==> src/rtl/uart_pkg.sv <==
// Shared UART definitions: serializer state encoding and the MMIO addresses
// that the data-memory decode also uses.
package uart_pkg;

  typedef enum logic [2:0] {
    IDLE   = 3'd0,
    START  = 3'd1,
    DATA   = 3'd2,
    PARITY = 3'd3,
    STOP   = 3'd4
  } tx_state_t;

  localparam logic [31:0] UART_STATUS_ADDR = 32'hFFFFFFF8;
  localparam logic [31:0] UART_DATA_ADDR   = 32'hFFFFFFFC;

endpackage

==> src/rtl/sync_fifo.sv <==
// Single-clock FIFO; a push while full is dropped even if a pop happens in the
// same cycle. Head data is presented combinationally on o_dout.
module sync_fifo #(
  parameter int WIDTH = 8,
  parameter int DEPTH = 16
) (
  input  logic                     clk,
  input  logic                     rstN,
  input  logic                     i_push,
  input  logic [WIDTH-1:0]         i_din,
  input  logic                     i_pop,
  output logic [WIDTH-1:0]         o_dout,
  output logic                     o_full,
  output logic                     o_empty,
  output logic [$clog2(DEPTH):0]   o_count
);

  localparam int AW = $clog2(DEPTH);

  logic [WIDTH-1:0] r_mem [DEPTH];
  logic [AW-1:0]    r_wr_ptr;
  logic [AW-1:0]    r_rd_ptr;
  logic [AW:0]      r_count;
  logic             w_push;
  logic             w_pop;

  assign w_push  = i_push && !o_full;
  assign w_pop   = i_pop && !o_empty;
  assign o_full  = (r_count == (AW+1)'(DEPTH));
  assign o_empty = (r_count == '0);
  assign o_count = r_count;
  assign o_dout  = r_mem[r_rd_ptr];

  always_ff @(posedge clk or negedge rstN) begin
    if (!rstN) begin
      r_wr_ptr <= '0;
      r_rd_ptr <= '0;
      r_count  <= '0;
    end else begin
      if (w_push) r_wr_ptr <= r_wr_ptr + 1'b1;
      if (w_pop)  r_rd_ptr <= r_rd_ptr + 1'b1;
      case ({w_push, w_pop})
        2'b10:   r_count <= r_count + 1'b1;
        2'b01:   r_count <= r_count - 1'b1;
        default: r_count <= r_count;
      endcase
    end
  end

  always_ff @(posedge clk) begin
    if (w_push) r_mem[r_wr_ptr] <= i_din;
  end

endmodule

==> src/rtl/uart_tx_mmio.sv <==
// Memory-mapped UART TX: stores to DATA_ADDR queue a byte, an 8N1 serializer drains it.
// Define UART_TX_PARITY_EN to insert an even-parity bit (8E1).
module uart_tx_mmio
  import uart_pkg::*;
#(
  parameter int          CLKS_PER_BIT = 868,
  parameter int          FIFO_DEPTH   = 16,
  parameter logic [31:0] DATA_ADDR    = UART_DATA_ADDR
) (
  input  logic        clk,
  input  logic        rstN,
  input  logic [31:0] addr,
  input  logic [31:0] wData,
  input  logic        wEn,
  output logic        uartFifoFull,
  output logic        tx,
  output logic        busy
);

  localparam int             BW        = $clog2(CLKS_PER_BIT);
  localparam logic [BW-1:0]  BAUD_LAST = BW'(CLKS_PER_BIT - 1);

  tx_state_t                   r_state;
  tx_state_t                   w_state_nxt;
  logic [BW-1:0]               r_baud;
  logic [BW-1:0]               w_baud_nxt;
  logic [2:0]                  r_bit;
  logic [2:0]                  w_bit_nxt;
  logic [7:0]                  r_shift;
  logic                        r_tx;
  logic                        w_tx_nxt;
  logic                        w_tick;
  logic                        w_push;
  logic                        w_pop;
  logic                        w_fifo_full;
  logic                        w_fifo_empty;
  logic [7:0]                  w_fifo_dout;
  logic [$clog2(FIFO_DEPTH):0] w_fifo_count;
  logic                        w_unused_wdata;

  assign w_unused_wdata = ^wData[31:8];
  assign w_push         = wEn && (addr == DATA_ADDR);
  assign w_pop          = (r_state == IDLE) && !w_fifo_empty;
  assign w_tick         = (r_baud == BAUD_LAST);

  sync_fifo #(
    .WIDTH (8),
    .DEPTH (FIFO_DEPTH)
  ) u_fifo (
    .clk     (clk),
    .rstN    (rstN),
    .i_push  (w_push),
    .i_din   (wData[7:0]),
    .i_pop   (w_pop),
    .o_dout  (w_fifo_dout),
    .o_full  (w_fifo_full),
    .o_empty (w_fifo_empty),
    .o_count (w_fifo_count)
  );

  always_ff @(posedge clk or negedge rstN) begin
    if (!rstN) r_state <= IDLE;
    else       r_state <= w_state_nxt;
  end

  always_comb begin
    w_state_nxt = r_state;
    case (r_state)
      IDLE:  if (w_pop)  w_state_nxt = START;
      START: if (w_tick) w_state_nxt = DATA;
`ifdef UART_TX_PARITY_EN
      DATA:   if (w_tick && r_bit == 3'd7) w_state_nxt = PARITY;
      PARITY: if (w_tick) w_state_nxt = STOP;
`else
      DATA:   if (w_tick && r_bit == 3'd7) w_state_nxt = STOP;
`endif
      STOP:    if (w_tick) w_state_nxt = IDLE;
      default: w_state_nxt = IDLE;
    endcase
  end

  // Line level is computed for the state being entered so tx is a pure register.
  always_comb begin
    w_baud_nxt = (r_state == IDLE || w_tick) ? '0 : r_baud + 1'b1;
    w_bit_nxt  = '0;
    if (r_state == DATA) w_bit_nxt = w_tick ? r_bit + 1'b1 : r_bit;
    case (w_state_nxt)
      START:   w_tx_nxt = 1'b0;
      DATA:    w_tx_nxt = r_shift[w_bit_nxt];
      PARITY:  w_tx_nxt = ^r_shift;
      default: w_tx_nxt = 1'b1;
    endcase
  end

  always_ff @(posedge clk or negedge rstN) begin
    if (!rstN) begin
      r_baud  <= '0;
      r_bit   <= '0;
      r_shift <= '0;
      r_tx    <= 1'b1;
    end else begin
      r_baud <= w_baud_nxt;
      r_bit  <= w_bit_nxt;
      r_tx   <= w_tx_nxt;
      if (w_pop) r_shift <= w_fifo_dout;
    end
  end

  assign tx           = r_tx;
  assign uartFifoFull = w_fifo_full;
  assign busy         = (r_state != IDLE) || (w_fifo_count != '0);

endmodule

==> config.mk <==
export PLATFORM = sky130hd
export DESIGN_NAME = uart_tx_mmio
export DESIGN_NICKNAME = d
export VERILOG_FILES = /design/src/rtl/uart_pkg.sv /design/src/rtl/sync_fifo.sv /design/src/rtl/uart_tx_mmio.sv
export SDC_FILE = /design/constraint.sdc
export NUM_CORES = 1
export LEC_CHECK = 0
export BUFFER_PORTS_ARGS = -buffer_cell sky130_fd_sc_hd__clkbuf_2
export CAP_MARGIN = 25
export CORE_UTILIZATION = 58
export CTS_CLUSTER_DIAMETER = 120
export DETAILED_ROUTE_END_ITERATION = 8
export PLACE_DENSITY = 0.76
export REMOVE_ABC_BUFFERS = 1
export SKIP_CTS_REPAIR_TIMING = 1
export SYNTH_ARGS = -nofsm -noshare
export SYNTH_HDL_FRONTEND = slang
export SYNTH_SLANG_ARGS = --single-unit
==> constraint.sdc <==
create_clock -name clk -period 3.38 [get_ports clk]
set_clock_uncertainty 0.05 [all_clocks]
set_input_delay 0.338 -clock clk [delete_from_list [all_inputs] [get_ports clk]]
set_output_delay 0.338 -clock clk [all_outputs]
set_load 0.02 [all_outputs]
Word-level counts from Yosys, hierarchy flattened --
Memory sizes are Yosys's and may differ from the RTL's. A register that Yosys moved wholly into a read port is not among the register bits. Cells that the tools add are included. Widths: inputs -> output; s select.
Cells by class: $add $sub $neg 6, $lt $le $gt $ge 1, equal/unequal tests 12, mux-type cells 14, reductions and logical operators 16
Operators with widths (count):
- $eq 32x32->1 const B | 1
- $mux 3 | 6
- $pmux 3 s4 | 1
- $add 10x1->10 const B | 1
- $eq 10x10->1 const B | 1
- $mux 10 | 1
- $pmux 5 s2 | 1
- $eq 3x2->1 const B | 3
- $add 4x1->4 const B | 2
- $reduce_xor 8->1 | 1
- $eq 3x1->1 const B | 2
- $eq 3x3->1 const B | 2
- $add 5x1->5 const B | 1
- $eq 5x5->1 const B | 1
- $logic_and 1x1->1 | 5
- $logic_not 5->1 | 1
- $reduce_bool 5->1 | 1
- $sub 5x1->5 const B | 1
- $lt 3x4->1 const B | 1
- $add 3x1->3 const B | 1
- $bmux 1 s3 | 1
- $logic_not 1->1 | 3
- $logic_not 3->1 | 1
- $mux 1 | 3
- other kinds (6) | 7
Storage, ports and cells: register bits after elaboration 30, memory bits (writable) 128, input port bits 67, output and inout bits 3, logic and storage cells 57, memories 1
Memory list:
- u_fifo.r_mem | words 16, bits a word 8, rd ports 1, clocked after memory_dff 1, write ports 1, line sync_fifo.sv:20 | logic [WIDTH-1:0] r_mem [DEPTH];

Logic depth before layout (Yosys ltp) --
depth after elaboration 7, mapped depth 14, gate-level depth less buffers 14

By module --
A second synthesis with hierarchy kept.
Unflattened totals: cells, all modules 476, area total of the unflattened synthesis 7196.9 um^2
By module, submodules not included:
- sync_fifo | times used 1, cells each 332, area an instance 5779.3 um^2, seq. area each 4169.0 um^2
- uart_tx_mmio | times used 1, cells each 144, area an instance 1417.6 um^2, seq. area each 626.9 um^2

Worst setup path before layout --
Ideal clock, no wire load.
path kind reg2reg, start point register r_state[0], end point register u_fifo.r_count[4], in the netlist u_fifo.o_count[4], library setup time 0.125 ns, arrival 2.788 ns, data required time 3.205 ns, path slack 0.417 ns, stages on the path, launching flop included 15, path buffers 2, period minus slack after synthesis 2.963 ns, cell sequence dfrtp_1 -> clkbuf_1 -> nor3_1 -> nand2_1 -> inv_1 -> clkbuf_1 -> ha_1 -> inv_1 -> fa_1 -> inv_1 -> a21o_1 -> a21oi_1 -> xnor2_1 -> nor2_1 -> xor2_1
On the way: longest elaborated chain between the ends 5, elaborated cells between the ends (all ways) 7, classes of those cells eq/ne: 2; mux: 1; reduce/logical: 4
RTL lines:
- start: declaration | line uart_tx_mmio.sv:23 | tx_state_t r_state;
- start signal: assignment | line uart_tx_mmio.sv:63 | else r_state <= w_state_nxt;
- $logic_not 3->1 (*) | line uart_tx_mmio.sv:43 | assign w_pop = (r_state == IDLE) && !w_fifo_empty;
- $logic_and 1x1->1 (*) | line uart_tx_mmio.sv:43
- net u_fifo.i_pop | line sync_fifo.sv:11 | input logic i_pop,
- $logic_and 1x1->1 (*) | line sync_fifo.sv:28 | assign w_pop = i_pop && !o_empty;
- $eq 2x1->1 or $eq 2x2->1 (tied branches) | line sync_fifo.sv:42 | case ({w_push, w_pop})
- $pmux 5 s2 or $reduce_bool 2->1 (tied branches)
- end signal: assignment | line sync_fifo.sv:43 | 2'b10: r_count <= r_count + 1'b1;
- end signal: assignment | line sync_fifo.sv:44 | 2'b01: r_count <= r_count - 1'b1;
- end signal: assignment | line sync_fifo.sv:45 | default: r_count <= r_count;
- end: declaration | line sync_fifo.sv:23 | logic [AW:0] r_count;
Mark *: on every way through the listed nets, which the timed path passes. The rest lies on a longest branch. A chain may end at the register's enable or synchronous reset.

Worst setup path in the final report --
start point register u_fifo.r_count[0], in the netlist u_fifo.o_count[0], end point register u_fifo.r_count[4], in the netlist u_fifo.o_count[4]
On the way: longest elaborated chain between the ends 6, elaborated cells between the ends (all ways) 13, classes of those cells add/sub: 2; eq/ne: 3; mux: 1; reduce/logical: 7
RTL lines:
- $logic_not 5->1 | line sync_fifo.sv:30 | assign o_empty = (r_count == '0);
- $logic_not 1->1 | line sync_fifo.sv:28, uart_tx_mmio.sv:43
- $logic_and 1x1->1 | line uart_tx_mmio.sv:43
- $logic_and 1x1->1 | line sync_fifo.sv:28
- $eq 2x1->1 or $eq 2x2->1 (tied branches) | line sync_fifo.sv:42
- $pmux 5 s2 or $reduce_bool 2->1 (tied branches)
Parallel ways exist; a longest one is shown, timed or not.

==> out/qor.log <==
INFO  finish         most_frequent_cells_in_the_layout=edfxtp_1 (128), clkbuf_2 (45), nand2_1 (40), mux4_2 (40), dfrtp_1 (36)
INFO  clock_network  numCtsBuffers=17
INFO  timing         grt_setup_unrepaired=no
INFO  clock_network  clock_tree.root_cell=clkbuf_16
INFO  finish         syn_to_final_growth=16.5%
INFO  synth          synth_compound_gate_area_share=0.0306
INFO  drt            drc_errors=0
INFO  synth          synth-adder-area-share=0.0243
INFO  finish         drive_gt1_frac=0.296
INFO  timing         worst_pin_slew=0.625ns
INFO  synth          post-synth-top-area-cell=edfxtp_1
INFO  timing         max_freq=379MHz
INFO  floorplanning  io-pin-count=70
INFO  synth          postSynthCellCount=421
INFO  floorplanning  die_area=12500um2
INFO  synth          post_synth_and_or_nand_nor_area_fraction=0.0788
INFO  setup_path     endpoint_kind=register
INFO  setup_path     required_worst_endpoint=3.68ns
INFO  finish         utilization=0.705
INFO  drt            detail_route.wirelength=12700um
INFO  clock_network  clk_pin_slew=0.06ns
INFO  power          total_leakage_power=2.99nW
INFO  clock_network  h_tree_depth_reported_by_cts=4
INFO  finish         n_fill_cell=709
INFO  synth          post_synth_mux_area_share=0.142
INFO  timing         layout_min_cycle_time=2.64ns
INFO  place          numPortBuffers=45
INFO  drt            post_drt_via_cell_ratio=5.90
INFO  place          place_congestion=0.764
INFO  setup_path     crit_path_max_fo=4
INFO  synth          synth.yosys.warnings=0
INFO  global_routing grt_start_max_net_pins=39
INFO  setup_path     timing.setup.critical_path_class=register to register
INFO  drt            vias=3837
INFO  synth          post_synthesis_instance_area=7000um2
INFO  timing         setup-tns-final=0ns
INFO  finish         nNetsFinal=573
INFO  timing         timing.final.crit_share=0.781
INFO  drt            antenna_left=0
INFO  place          dp_hpwl=8520um
INFO  clock_network  ctsLongestPathBuffers=2
INFO  synth          yosysUniqueCellTypes=43
INFO  synth          synth_edf_count=128
INFO  floorplanning  die_height=112um
INFO  floorplanning  floorplan.initialDensity=0.605
INFO  synth          postSynth.asyncResetShare=0.229
INFO  synth          leading_register_cell_type_out_of_synthesis=edfxtp_1
INFO  global_routing grt_overall_usage=0.229
INFO  synth          synth_xor_xnor_area_share=0.0213
INFO  timing         final_max_slew_viol_count=0
INFO  global_routing overflow=0
INFO  clock_network  worst_skew_pair_later_pin_latency=0.43ns
INFO  drt            dr.pass1.iters=5
INFO  global_routing initial_antenna_violation_count=2
INFO  timing         max_slew_margin=0.583
INFO  power          power_per_cell_area=516nW/um2
INFO  drt            detailedRoute.firstIterationViolations=267
INFO  finish         instances_no_fill=650
INFO  setup_path     crit_path_start_kind=register
INFO  drt            wl_per_cell=19.6um
INFO  setup_path     timing.critical_path.arrival=2.94ns
INFO  power          worst_ir_drop_vdd=574uV
INFO  synth          synth-seq-area-share=0.685
INFO  clock_network  tritoncts_num_sinks=166
INFO  synth          netlist.area_leader.share=0.549
INFO  floorplanning  rows=39
INFO  global_routing grt_pass1_vias=3925
INFO  synth          combinational_family_with_the_most_area_after_synthesis=multiplexers
INFO  floorplanning  die-width=112um
INFO  timing         hold_violations=0
INFO  place          placed_cells_incl_taps=615
INFO  hold_path      hold_wc_path_type=input port to async pin
INFO  synth          post_synth_main_area_contributors=edfxtp_1 (55%), dfrtp_1 (13%), mux4_2 (13%)
INFO  clock_network  cts_tree=built
INFO  floorplanning  design.core.area=11600um2
INFO  synth          syn_area_per_cell=16.6um2
INFO  timing         timing.hold.ws=0.195ns
INFO  job            max_cap_viol_count=0
INFO  synth          synth-seq-cells=166
INFO  global_routing grt_first_pass_wirelength=20700um
INFO  run_status     result_of_the_run=finished clean
INFO  timing         timing.final.setup_violations=0
INFO  finish         mostFrequentLayoutCell=edfxtp_1
-- flip-flops by register name, summed over array words and instances (netlist names) --
signal and count:
u_fifo.r_wr_ptr 4, r_state 3, tx 1, u_fifo.r_rd_ptr 4, r_shift 8, r_baud 10
u_fifo.o_count 5, r_bit 3, u_fifo.r_mem 128
-- cell type report --
class,instances,area [um2],share of cell area
flip-flops and latches,166,4800,0.588
multi-input cells,225,2080,0.255
repair buffers,70,440,0.0540
clock buffers,19,433,0.0531
well taps,143,179,0.0219
clock inverters,13,171,0.0210
inverters,13,48.8,0.00598
diodes,1,2.50,0.000307
-- kinds of logic (layout without fill, tap and decap cells) --
kind of cell / after synthesis / count (layout)
muxes: 49 / 49
adders and majority gates: 13 / 13
other: 0 / 1
AOI/OAI and AO/OA: 35 / 35
and+or+nand+nor: 111 / 111
DFF: 166 / 166
buffers and inverters: 30 / 115
xor gates and xnor gates: 17 / 17
-- final timing paths --
| kind | start | endpoint | slack (ns) | cells after the start |
|---|---|---|---|---|
| setup / recovery | u_fifo.o_count[0]$_DFFE_PN0P_ | u_fifo.o_count[4]$_DFFE_PN0P_ | 0.74 | 13 |
| hold / removal | rstN | u_fifo.o_count[0]$_DFFE_PN0P_ | 0.19 | 2 |
| setup reg to reg | u_fifo.o_count[0]$_DFFE_PN0P_ | u_fifo.o_count[4]$_DFFE_PN0P_ | 0.74 | 13 |
| hold reg to reg | r_shift[2]$_DFFE_PN0P_ | r_shift[2]$_DFFE_PN0P_ | 0.43 | 2 |
| max in group asynchronous | rstN | tx$_DFF_PN1_ | 2.64 | 3 |
| min in group clk | wData[5] | u_fifo.r_mem[6][5]$_DFFE_PP_ | 0.27 | 1 |
-- metrics by stage --
step,worst slack [ns],cell area [um2],power [W]
4_1_cts,0.711,8120,0.00424
5_1_grt,0.513,8150,0.00433
3_5_place_dp,0.418,7520,0.00230
2_1_floorplan,0.466,6930,0.00224
3_3_place_gp,0.451,7520,0.00229
6_report,0.741,8150,0.00421
-- cell usage after synthesis (all sizes together), types with 2 or more instances --
cell type,count
nor2,27
nand3,7
nor4,3
nand2b,5
edfxtp,128
o21ai,10
and3,2
a211o,2
ha,12
a21oi,13
mux2i,4
or2,2
or3,2
clkbuf,11
mux4,40
xnor2,11
inv,13
xor2,6
a21o,2
mux2,5
a211oi,4
nor3,6
and2,2
nand4,9
buf,6
dfrtp,37
nand2,40
-- power breakdown --
part	internal (W)	switching (W)	total [W]
combinational	0.0000212	0.0000355	0.0000567
clock	0.00117	0.000776	0.00195
sequential	0.00220	0.0000000000947	0.00220
total	0.00339	0.000812	0.00421
-- worst max-delay path, stage by stage, from the launching register on --
cell and delay (ns):
dfrtp_1 0.42, nor4_1 0.34, and2_1 0.27, nor4_4 0.07, inv_1 0.06, ha_1 0.22, inv_1 0.10, fa_1 0.41
inv_1 0.07, a21o_1 0.10, a21oi_1 0.07, xnor2_1 0.12, nor2_1 0.12, xor2_1 0.16
-- metal layers --
layer / vias to the layer above / global-route usage / wire, um
met5: - / 0 / 13
met4: 2 / 0.0919 / 214
met3: 19 / 0.0735 / 638
met2: 111 / 0.378 / 6730
met1: 1934 / 0.281 / 5140
li1: 1771 / - / -
No activity file was read; power rests on OpenSTA's default activity.
